$ cat config.mk
export PLATFORM = sky130hd
export DESIGN_NAME = plic_gateway
export DESIGN_NICKNAME = d
export VERILOG_FILES = /design/src/rtl/plic_gw_pkg.sv /design/src/rtl/plic_gateway_src.sv /design/src/rtl/plic_gateway.sv
export SDC_FILE = /design/constraint.sdc
export NUM_CORES = 1
export LEC_CHECK = 0
export BUFFER_PORTS_ARGS = -buffer_cell sky130_fd_sc_hd__buf_4
export CAP_MARGIN = 0
export CORE_MARGIN = 10
export CORE_UTILIZATION = 30
export CTS_CLUSTER_DIAMETER = 200
export DETAILED_ROUTE_END_ITERATION = 12
export PLACE_DENSITY = 0.44
export SLEW_MARGIN = 0
export SYNTH_ARGS = -nofsm -noshare
export SYNTH_HDL_FRONTEND = slang
export SYNTH_SLANG_ARGS = --single-unit
$ cat constraint.sdc
create_clock -name clk -period 2.7 [get_ports clk]
set_input_delay 0.405 -clock clk [delete_from_list [all_inputs] [get_ports clk]]
set_output_delay 0.405 -clock clk [all_outputs]
set_load 0.1 [all_outputs]
$ cat src/rtl/plic_gw_pkg.sv
// Shared types and helpers for the PLIC interrupt gateway.
package plic_gw_pkg;

  typedef enum logic [1:0] {
    IDLE    = 2'd0,
    REQ     = 2'd1,
    CLAIMED = 2'd2
  } gw_state_t;

  function automatic int src_id(input int i);
    return i + 1;
  endfunction

endpackage

$ cat src/rtl/plic_gateway_src.sv
// One gateway source: 2-flop sync, rise detect, saturating edge counter, IDLE/REQ/CLAIMED FSM.
// Level: req 2 cycles after the line is sampled high. Edge: cnt after 2 cycles, req after 3.
module plic_gateway_src
  import plic_gw_pkg::*;
#(
  parameter int SRC_ID = 1,
  parameter int CNT_W  = 2,
  parameter int ID_W   = 6
) (
  input  logic            clk,
  input  logic            n_rst,
  input  logic            irq_src,
  input  logic            edge_mode,
  input  logic            claim_valid,
  input  logic [ID_W-1:0] claim_id,
  input  logic            complete_valid,
  input  logic [ID_W-1:0] complete_id,
  output logic            req,
  output logic            in_service,
  output logic            overflow
);

  localparam logic [ID_W-1:0]  MY_ID   = ID_W'(SRC_ID);
  localparam logic [CNT_W-1:0] CNT_MAX = '1;

  logic             s1_q, s1_d;
  logic             s2_q, s2_d;
  logic             s2_prev_q, s2_prev_d;
  logic [CNT_W-1:0] cnt_q, cnt_d;
  gw_state_t        state_q, state_d;
  logic             req_q, req_d;
  logic             in_service_q, in_service_d;
  logic             overflow_q, overflow_d;

  logic rise;
  logic claim_hit;
  logic complete_hit;

  always_comb begin
    s1_d      = irq_src;
    s2_d      = s1_q;
    s2_prev_d = s2_q;

    rise         = s2_q & ~s2_prev_q;
    claim_hit    = claim_valid && (claim_id == MY_ID) && (state_q == REQ);
    complete_hit = complete_valid && (complete_id == MY_ID) && (state_q == CLAIMED);

    // A rise coinciding with a claim cancels out, so cnt holds in that case.
    cnt_d      = cnt_q;
    overflow_d = 1'b0;
    if (!edge_mode) begin
      cnt_d = '0;
    end else begin
      overflow_d = rise && (cnt_q == CNT_MAX);
      if (rise && !claim_hit) begin
        if (cnt_q != CNT_MAX) cnt_d = cnt_q + CNT_W'(1);
      end else if (!rise && claim_hit && (cnt_q != '0)) begin
        cnt_d = cnt_q - CNT_W'(1);
      end
    end

    state_d = state_q;
    case (state_q)
      IDLE:    if (edge_mode ? (cnt_q != '0) : s2_q) state_d = REQ;
      REQ:     if (claim_hit) state_d = CLAIMED;
      CLAIMED: if (complete_hit) state_d = IDLE;
      default: state_d = IDLE;
    endcase

    req_d        = (state_d == REQ);
    in_service_d = (state_d == CLAIMED);
  end

  always_ff @(posedge clk or negedge n_rst) begin
    if (!n_rst) begin
      s1_q         <= 1'b0;
      s2_q         <= 1'b0;
      s2_prev_q    <= 1'b0;
      cnt_q        <= '0;
      state_q      <= IDLE;
      req_q        <= 1'b0;
      in_service_q <= 1'b0;
      overflow_q   <= 1'b0;
    end else begin
      s1_q         <= s1_d;
      s2_q         <= s2_d;
      s2_prev_q    <= s2_prev_d;
      cnt_q        <= cnt_d;
      state_q      <= state_d;
      req_q        <= req_d;
      in_service_q <= in_service_d;
      overflow_q   <= overflow_d;
    end
  end

  assign req        = req_q;
  assign in_service = in_service_q;
  assign overflow   = overflow_q;

endmodule

$ cat src/rtl/plic_gateway.sv
// Array of per-source interrupt gateways feeding the PLIC pending inputs.
// Stateless wrapper: source i answers to claim/complete ID i+1.
module plic_gateway
  import plic_gw_pkg::*;
#(
  parameter int N_interrupts = 32,
  parameter int CNT_W        = 2,
  parameter int ID_W         = $clog2(N_interrupts + 1)
) (
  input  logic                    clk,
  input  logic                    n_rst,
  input  logic [N_interrupts-1:0] irq_src,
  input  logic [N_interrupts-1:0] edge_mode,
  input  logic                    claim_valid,
  input  logic [ID_W-1:0]         claim_id,
  input  logic                    complete_valid,
  input  logic [ID_W-1:0]         complete_id,
  output logic [N_interrupts-1:0] req,
  output logic [N_interrupts-1:0] in_service,
  output logic [N_interrupts-1:0] overflow
);

  for (genvar i = 0; i < N_interrupts; i++) begin : g_src
    plic_gateway_src #(
      .SRC_ID (src_id(i)),
      .CNT_W  (CNT_W),
      .ID_W   (ID_W)
    ) u_src (
      .clk            (clk),
      .n_rst          (n_rst),
      .irq_src        (irq_src[i]),
      .edge_mode      (edge_mode[i]),
      .claim_valid    (claim_valid),
      .claim_id       (claim_id),
      .complete_valid (complete_valid),
      .complete_id    (complete_id),
      .req            (req[i]),
      .in_service     (in_service[i]),
      .overflow       (overflow[i])
    );
  end

endmodule
==> results.md, run 1 <==
- Status: complete, no violations
- Fmax: 601 MHz
- Period utilization: 0.617
- Clock Pin Slew Worst Setup and Hold Paths: 0.06 ns
- # setup viols final: 0
- Critical path required time: 2.30 ns
- Nets: 1488
- Peak VDD IR: 0.000607 V
- Sw Share: 0.305
- Post-CTS setup buffer count: 0
- RSZ-0062 raised after global routing: false
- Site Rows: 77
- Pwr per Cell Area: 793 nW/um^2
- H-tree levels: 2
- Dpl cell area: 15000 um^2
- Via/cell ratio: 4.74
- Post-route ant nets: 0
- Critical path's top delay family: flip-flops
- Die X-Extent: 233 um
- Initial Util: 0.305
- CP bufs+invs: 1
- Fin. max-slew vios: 0
- DP HPWL: 25.2 mm
- Via count: 9631
- Final Skew: 0.0103 ns
- CTS root buf: clkbuf_16
- MaxCap Viol Count: 0
- EDFF count, synth: 0
- IO Count: 176
- Hold_ws: 0.123 ns
- Uppermost layer routed: met4
- CP cell instances: buf_4
- Worst Max-Slew Pin Slew: 0.841 ns
- Comb pwr share: 0.174
- Routed length on met3: 1.94 mm
- Gr usage total: 0.131
- Port bufs: 175
- TritonCTS buffer count: 38
- Critical path capture point type: output pin
- Period minus WS final: 1.66 ns
- Met2 routed WL: 16.3 mm
- Ys flop type: dfrtp_1
- Sink Count: 320
- Synth Instances: 1251
- Final Worst Setup Slack: 1.04 ns
- Clock Power Share: 0.407
- First-pass GRT wire length: 55.6 mm
- Die height: 233 um
- Commonest non-fill, non-tap cell in the layout: dfrtp_1
- CORE AREA: 44400 um^2
- Sequential power share: 0.419
- Ys Warns: 0
- Design Area, Final: 16700 um^2
- DR iter-0 viols: 644
- Skew-Pair Late Insertion Delay: 0.54 ns
- Avg Cell Area, Syn: 10.8 um^2
- Setup crit start kind: register
- Slew margin rel.: 0.438
- Slowest cell on crit path: dfrtp_1
- Largest net degree at the start of global routing: 64
- CP arrival: 1.26 ns
- Wirelength per Cell: 17.6 um
- Setup TNS Final: 0 ns
- DRT met1 WL: 16.8 mm
- Critical path type: register to output pin
- Critical Path Max Stage Delay: 0.40 ns
- Overall die area: 54100 um^2
- Clock Path Buffers: 3
- DR DRC count: 0
- Synth unique cells: 37
- TritonCTS clock tree: built
- Pleak: 7.34 nW
- Most frequent cells in the layout: dfrtp_1, buf_4, o21ai_0, nor2_1, nor2b_1
- Internal: 9.20 mW
- Class of the worst hold path: input pin to register
- Post-synth net total: 1331
- Core Util, Final: 0.376
- Ys async rst share: 1.00
- Critical-path maximum fanout: 1
- TritonRoute pass-1 iters: 5
- Sw power: 4.04 mW
- Grt total ovfl: 0
- Final hold violation count: 0
- Synthesized area: 13500 um^2
- Gpl congestion: 0.744
- Total routed wirelength: 35.7 mm
- Layout cells sized above 1: 0.188
- Synth Register Bits: 320
- Vias in the first global route: 9710
- Sequential fraction of the synthesis area: 0.591
- Place WS: 0.453 ns
- Initial antenna violation count: 3
- P&R area growth vs syn: 23.3%
[registers in the layout (all words and copies together), names as in the netlist]
| register | flops |
|---|---|
| g_src.u_src.cnt_q | 64 |
| g_src.u_src.in_service | 32 |
| g_src.u_src.overflow | 32 |
| g_src.u_src.req | 32 |
| g_src.u_src.s1_q | 32 |
| g_src.u_src.s2_prev_d | 32 |
| g_src.u_src.s2_prev_q | 32 |
| g_src.u_src.state_q | 64 |
[synthesized netlist by cell type, drive strengths merged, types with 34 or more instances]
cell / number / share of area
o211ai: 43 / 0.024
o21ai: 133 / 0.049
and2: 39 / 0.018
buf: 112 / 0.061
a21oi: 40 / 0.015
nand3b: 34 / 0.019
nand4: 40 / 0.018
nand2: 71 / 0.020
and4: 37 / 0.024
dfrtp: 320 / 0.59
nor2: 135 / 0.037
nor2b: 99 / 0.046
[through the flow]
step / power [mW] / std cells
after global placement: 7.93 / 1927
after floorplan: 7.33 / 1251
after global routing: 13.9 / 2029
after CTS: 13.5 / 2029
after detailed placement: 7.93 / 1927
final: 13.2 / 2032
[what timing repair did]
action | in CTS | in global routing
hold buffers | 33 | 0
gates resized for setup | 0 | 0
endpoints found under the hold margin | 86 | 0
[layout make-up]
| cell class | instances | area (um^2) |
|---|---|---|
| antenna | 3 | 7.51 |
| clock buffer | 59 | 1170 |
| clock inverter | 10 | 150 |
| fill | 4389 | 27700 |
| inverter | 2 | 7.51 |
| multi-input combinational | 813 | 4710 |
| sequential | 320 | 8010 |
| tap | 592 | 741 |
| timing repair buffer | 233 | 1900 |
[power by group through the flow]
| stage | Combinational (mW) | Sequential, mW | Clock [mW] |
|---|---|---|---|
| finish | 2.31 | 5.55 | 5.38 |
| global route | 2.49 | 5.61 | 5.79 |
| CTS | 2.35 | 5.55 | 5.55 |
| detailed placement | 2.30 | 5.63 | 0 |
| global placement | 2.29 | 5.64 | 0 |
| floorplan | 1.83 | 5.50 | 0 |
[routing by layer]
metal	vias to the layer above	global-route usage
met3	41	0.0320
li1	4690	-
met4	0	0.0418
met1	4697	0.176
met2	203	0.205
met5	-	0
[kinds of logic after synthesis]
logic type             after synthesis  share of synthesized area
AO/OA/AOI/OAI                      278                      0.125
buffers and inverters              118                     0.0628
flip-flops                         320                      0.591
AND/OR/NAND/NOR                    535                      0.221
[final timing paths]
| path | endpoint | depth (start not counted) | from | slack (ns) |
|---|---|---|---|---|
| hold / removal | g_src[24].u_src.cnt_q[1]$_DFFE_PN0P_ | 2 | edge_mode[24] | 0.12 |
| min in group asynchronous | g_src[21].u_src.overflow$_DFF_PN0_ | 2 | n_rst | 0.41 |
| setup reg to reg | g_src[14].u_src.cnt_q[0]$_DFFE_PN0P_ | 4 | g_src[14].u_src.s2_prev_d$_DFF_PN0_ | 1.19 |
| hold reg to reg | g_src[25].u_src.s2_prev_d$_DFF_PN0_ | 0 | g_src[25].u_src.s1_q$_DFF_PN0_ | 0.34 |
| max in group asynchronous | g_src[19].u_src.in_service$_DFF_PN0_ | 4 | n_rst | 1.44 |
| setup / recovery | in_service[11] | 1 | g_src[11].u_src.in_service$_DFF_PN0_ | 1.04 |
No activity file was read; power rests on OpenSTA's default activity.
==> run 2: changes to the inputs <==
--- a/config.mk
+++ b/config.mk
@@ -11,7 +11,7 @@
 export CORE_UTILIZATION = 30
 export CTS_CLUSTER_DIAMETER = 200
 export DETAILED_ROUTE_END_ITERATION = 12
-export PLACE_DENSITY = 0.44
+export PLACE_DENSITY = 0.46
 export SLEW_MARGIN = 0
 export SYNTH_ARGS = -nofsm -noshare
 export SYNTH_HDL_FRONTEND = slang
==> constraint.sdc (replaced) <==
create_clock -name clk -period 1.5 [get_ports clk]
set_input_delay 0.225 -clock clk [delete_from_list [all_inputs] [get_ports clk]]
set_output_delay 0.225 -clock clk [all_outputs]
set_load 0.1 [all_outputs]
==> run 2 against run 1 <==
Die area unchanged. Clock power up 59%. Via count up 3.1%. First-iteration DRC count down 8.7%. Global-route usage about the same. Register-to-register slack worse by 1.1 ns. Combinational power up 90%. Utilization up 1.8 points. Critical path type unchanged. Highest routed layer is now met5.
==> results.md, run 2 (synthesized netlist as in run 1, its figures left out) <==
- Status: complete, no violations
- Clock Path Buffers: 3 (unchanged)
- DR DRC count: 0 (unchanged)
- Final hold violation count: 0 (unchanged)
- Clock Power Share: 0.373 (-0.034)
- Fmax: 690 MHz
- Gpl congestion: 0.777 (+4.5%)
- Critical path capture point type: output pin
- FILL cells: 4363 (-0.59%)
- Sequential power share: 0.435 (+0.016)
- CTS root buf: clkbuf_16
- Site Rows: 77 (unchanged)
- Die X-Extent: 233 um (unchanged)
- Gr usage total: 0.131 (+0.000318)
- Worst Max-Slew Pin Slew: 0.551 ns (-0.290 ns)
- Initial Util: 0.305 (unchanged)
- Fin. max-slew vios: 0 (unchanged)
- Slew margin rel.: 0.633 (+0.194)
- Layout cells sized above 1: 0.212 (+0.0245)
- Most frequent cells in the layout: dfrtp_1, buf_4, nor2_1
- Pwr per Cell Area: 1310 nW/um^2 (+65%)
- CP bufs+invs: 1 (unchanged)
- Sw Share: 0.314 (+0.00914)
- Critical path required time: 1.27 ns (-1.03 ns)
- Dpl cell area: 15700 um^2 (+4.2%)
- Critical path's top delay family: flip-flops
- Pleak: 7.72 nW (+5.2%)
- Critical path type: register to output pin
- TritonRoute pass-1 iters: 7 (+2)
- Critical-path maximum fanout: 1 (unchanged)
- # setup viols final: 0 (unchanged)
- Area of the multi-input gates: 4720 um^2 (+0.21%)
- Wirelength per Cell: 16.7 um (-4.8%)
- Hold_sp: complete_id[1]
- CP arrival: 1.22 ns (-0.04 ns)
- Register area: 8010 um^2 (unchanged)
- Reg2reg start: g_src[14].u_src.state_q[1]$_DFF_PN0_
- P&R area growth vs syn: 29.0%
- Design Area, Final: 17500 um^2 (+4.7%)
- Port bufs: 175 (unchanged)
- Sw power: 7.19 mW (+78%)
- CP cell instances: buf_4
- Setup TNS Final: 0 ns (unchanged)
- Via count: 9925 (+3.1%)
- Clock Pin Slew Worst Setup and Hold Paths: 0.06 ns (about the same)
- Peak VDD IR: 0.00131 V (+120%)
- Class of the worst hold path: input pin to register
- Overall die area: 54100 um^2 (unchanged)
- Comb pwr share: 0.192 (+0.018)
- Setup crit start kind: register
- Skew-Pair Late Insertion Delay: 0.53 ns (about the same)
- MaxCap Viol Count: 0 (unchanged)
- Final Skew: 0.00982 ns (-0.000474 ns)
- Sink Count: 320 (unchanged)
- Grt total ovfl: 0 (unchanged)
- Post-route ant nets: 0 (unchanged)
- CORE AREA: 44400 um^2 (unchanged)
- RSZ-0062 raised after global routing: false
- Top flop regs: g_src.u_src.cnt_q: 64 flops, g_src.u_src.state_q: 64 flops
- Slowest cell on crit path: dfrtp_1
- Non-filler instance count after layout: 2116 (+4.1%)
- Largest net degree at the start of global routing: 46 (-28%)
- DP HPWL: 25.3 mm (+0.49%)
- Worst Setup SP: g_src[0].u_src.in_service$_DFF_PN0_
- Period utilization: 0.966
- Initial antenna violation count: 6 (+3)
- IO Count: 176 (unchanged)
- Hold_ws: 0.149 ns (+0.0254 ns)
- Period minus WS final: 1.45 ns
- Nets: 1576 (+5.9%)
- TritonCTS clock tree: built
- Via/cell ratio: 4.69 (-1.0%)
- Internal: 15.7 mW (+71%)
- Total routed wirelength: 35.4 mm (-0.85%)
- DR iter-0 viols: 588 (-8.7%)
- Power, Total: 22.9 mW (+73%)
- First-pass GRT wire length: 56.1 mm (+0.92%)
- Vias in the first global route: 9936 (+2.3%)
- TritonCTS buffer count: 37 (-2.6%)
- Die height: 233 um (unchanged)
- Placed Cells incl. Taps: 1983 (+2.9%)
- Critical Path Max Stage Delay: 0.39 ns (about the same)
- Commonest non-fill, non-tap cell in the layout: dfrtp_1
- H-tree levels: 2 (unchanged)
run 2: cell count changes in the layout (fill, tap and decap cells not counted), sizes merged:
cell / previous run / this run
clkinv: 6 / 8
clkbuf: 59 / 54
clkinvlp: 0 / 1
buf: 200 / 257
dlygate4sd3: 33 / 65
bufinv: 4 / 1
run 2: worst min-delay path, stage by stage:
cell	delay, ns
buf_4	0.13
nand2_1	0.08
o21ai_0	0.12
nand2_1	0.08
run 2: final timing paths:
check	to	slack, ns	cells past startpoint
worst min register to register	g_src[29].u_src.s2_prev_d$_DFF_PN0_	0.34	0
worst max register to register	g_src[14].u_src.cnt_q[0]$_DFFE_PN0P_	0.07	4
worst max-delay path	in_service[0]	0.05	1
min in group asynchronous	g_src[13].u_src.state_q[0]$_DFF_PN0_	0.20	2
worst min-delay path	g_src[30].u_src.in_service$_DFF_PN0_	0.15	4
max in group asynchronous	g_src[22].u_src.cnt_q[0]$_DFFE_PN0P_	0.63	4
run 2: timing repair:
action	CTS	global route
resized for setup	0	4
setup buffers	0	1
setup endpoints to repair	0	2
endpoints found under the hold margin	312	0
hold buffers	65	0
run 2: layout make-up:
cell class | instances | area share
diodes | 3 | 0.000430
clock buffers | 54 | 0.0601
clock inverters | 10 | 0.00444
inverters | 2 | 0.000430
multi-input cells | 813 | 0.270
flip-flops and latches | 320 | 0.458
well taps | 592 | 0.0424
repair buffers | 322 | 0.164
run 2: per-stage QoR:
stage	util	setup WS, ns
5_1_grt	0.393	0.00409
2_1_floorplan	-	0.190
6_report	0.393	0.0510
3_5_place_dp	0.353	-0.217
3_3_place_gp	0.353	-0.219
4_1_cts	0.393	0.00806
run 2: metal layers:
| metal | track usage | vias up | part of all wire |
|---|---|---|---|
| li1 | - | 4864 | - |
| met1 | 0.173 | 4824 | 0.46 |
| met2 | 0.207 | 183 | 0.46 |
| met3 | 0.0318 | 52 | 0.052 |
| met4 | 0.0475 | 2 | 0.027 |
| met5 | 0 | - | 0.00020 |
run 2: power by group through the flow:
| stage | Combinational, mW | Sequential [mW] | Clock, mW |
|---|---|---|---|
| 5_1_grt | 4.75 | 10.1 | 9.25 |
| 6_report | 4.40 | 9.96 | 8.53 |
| 2_1_floorplan | 3.29 | 9.90 | 0 |
| 3_5_place_dp | 4.30 | 10.1 | 0 |
| 3_3_place_gp | 4.28 | 10.1 | 0 |
| 4_1_cts | 4.45 | 9.96 | 8.92 |
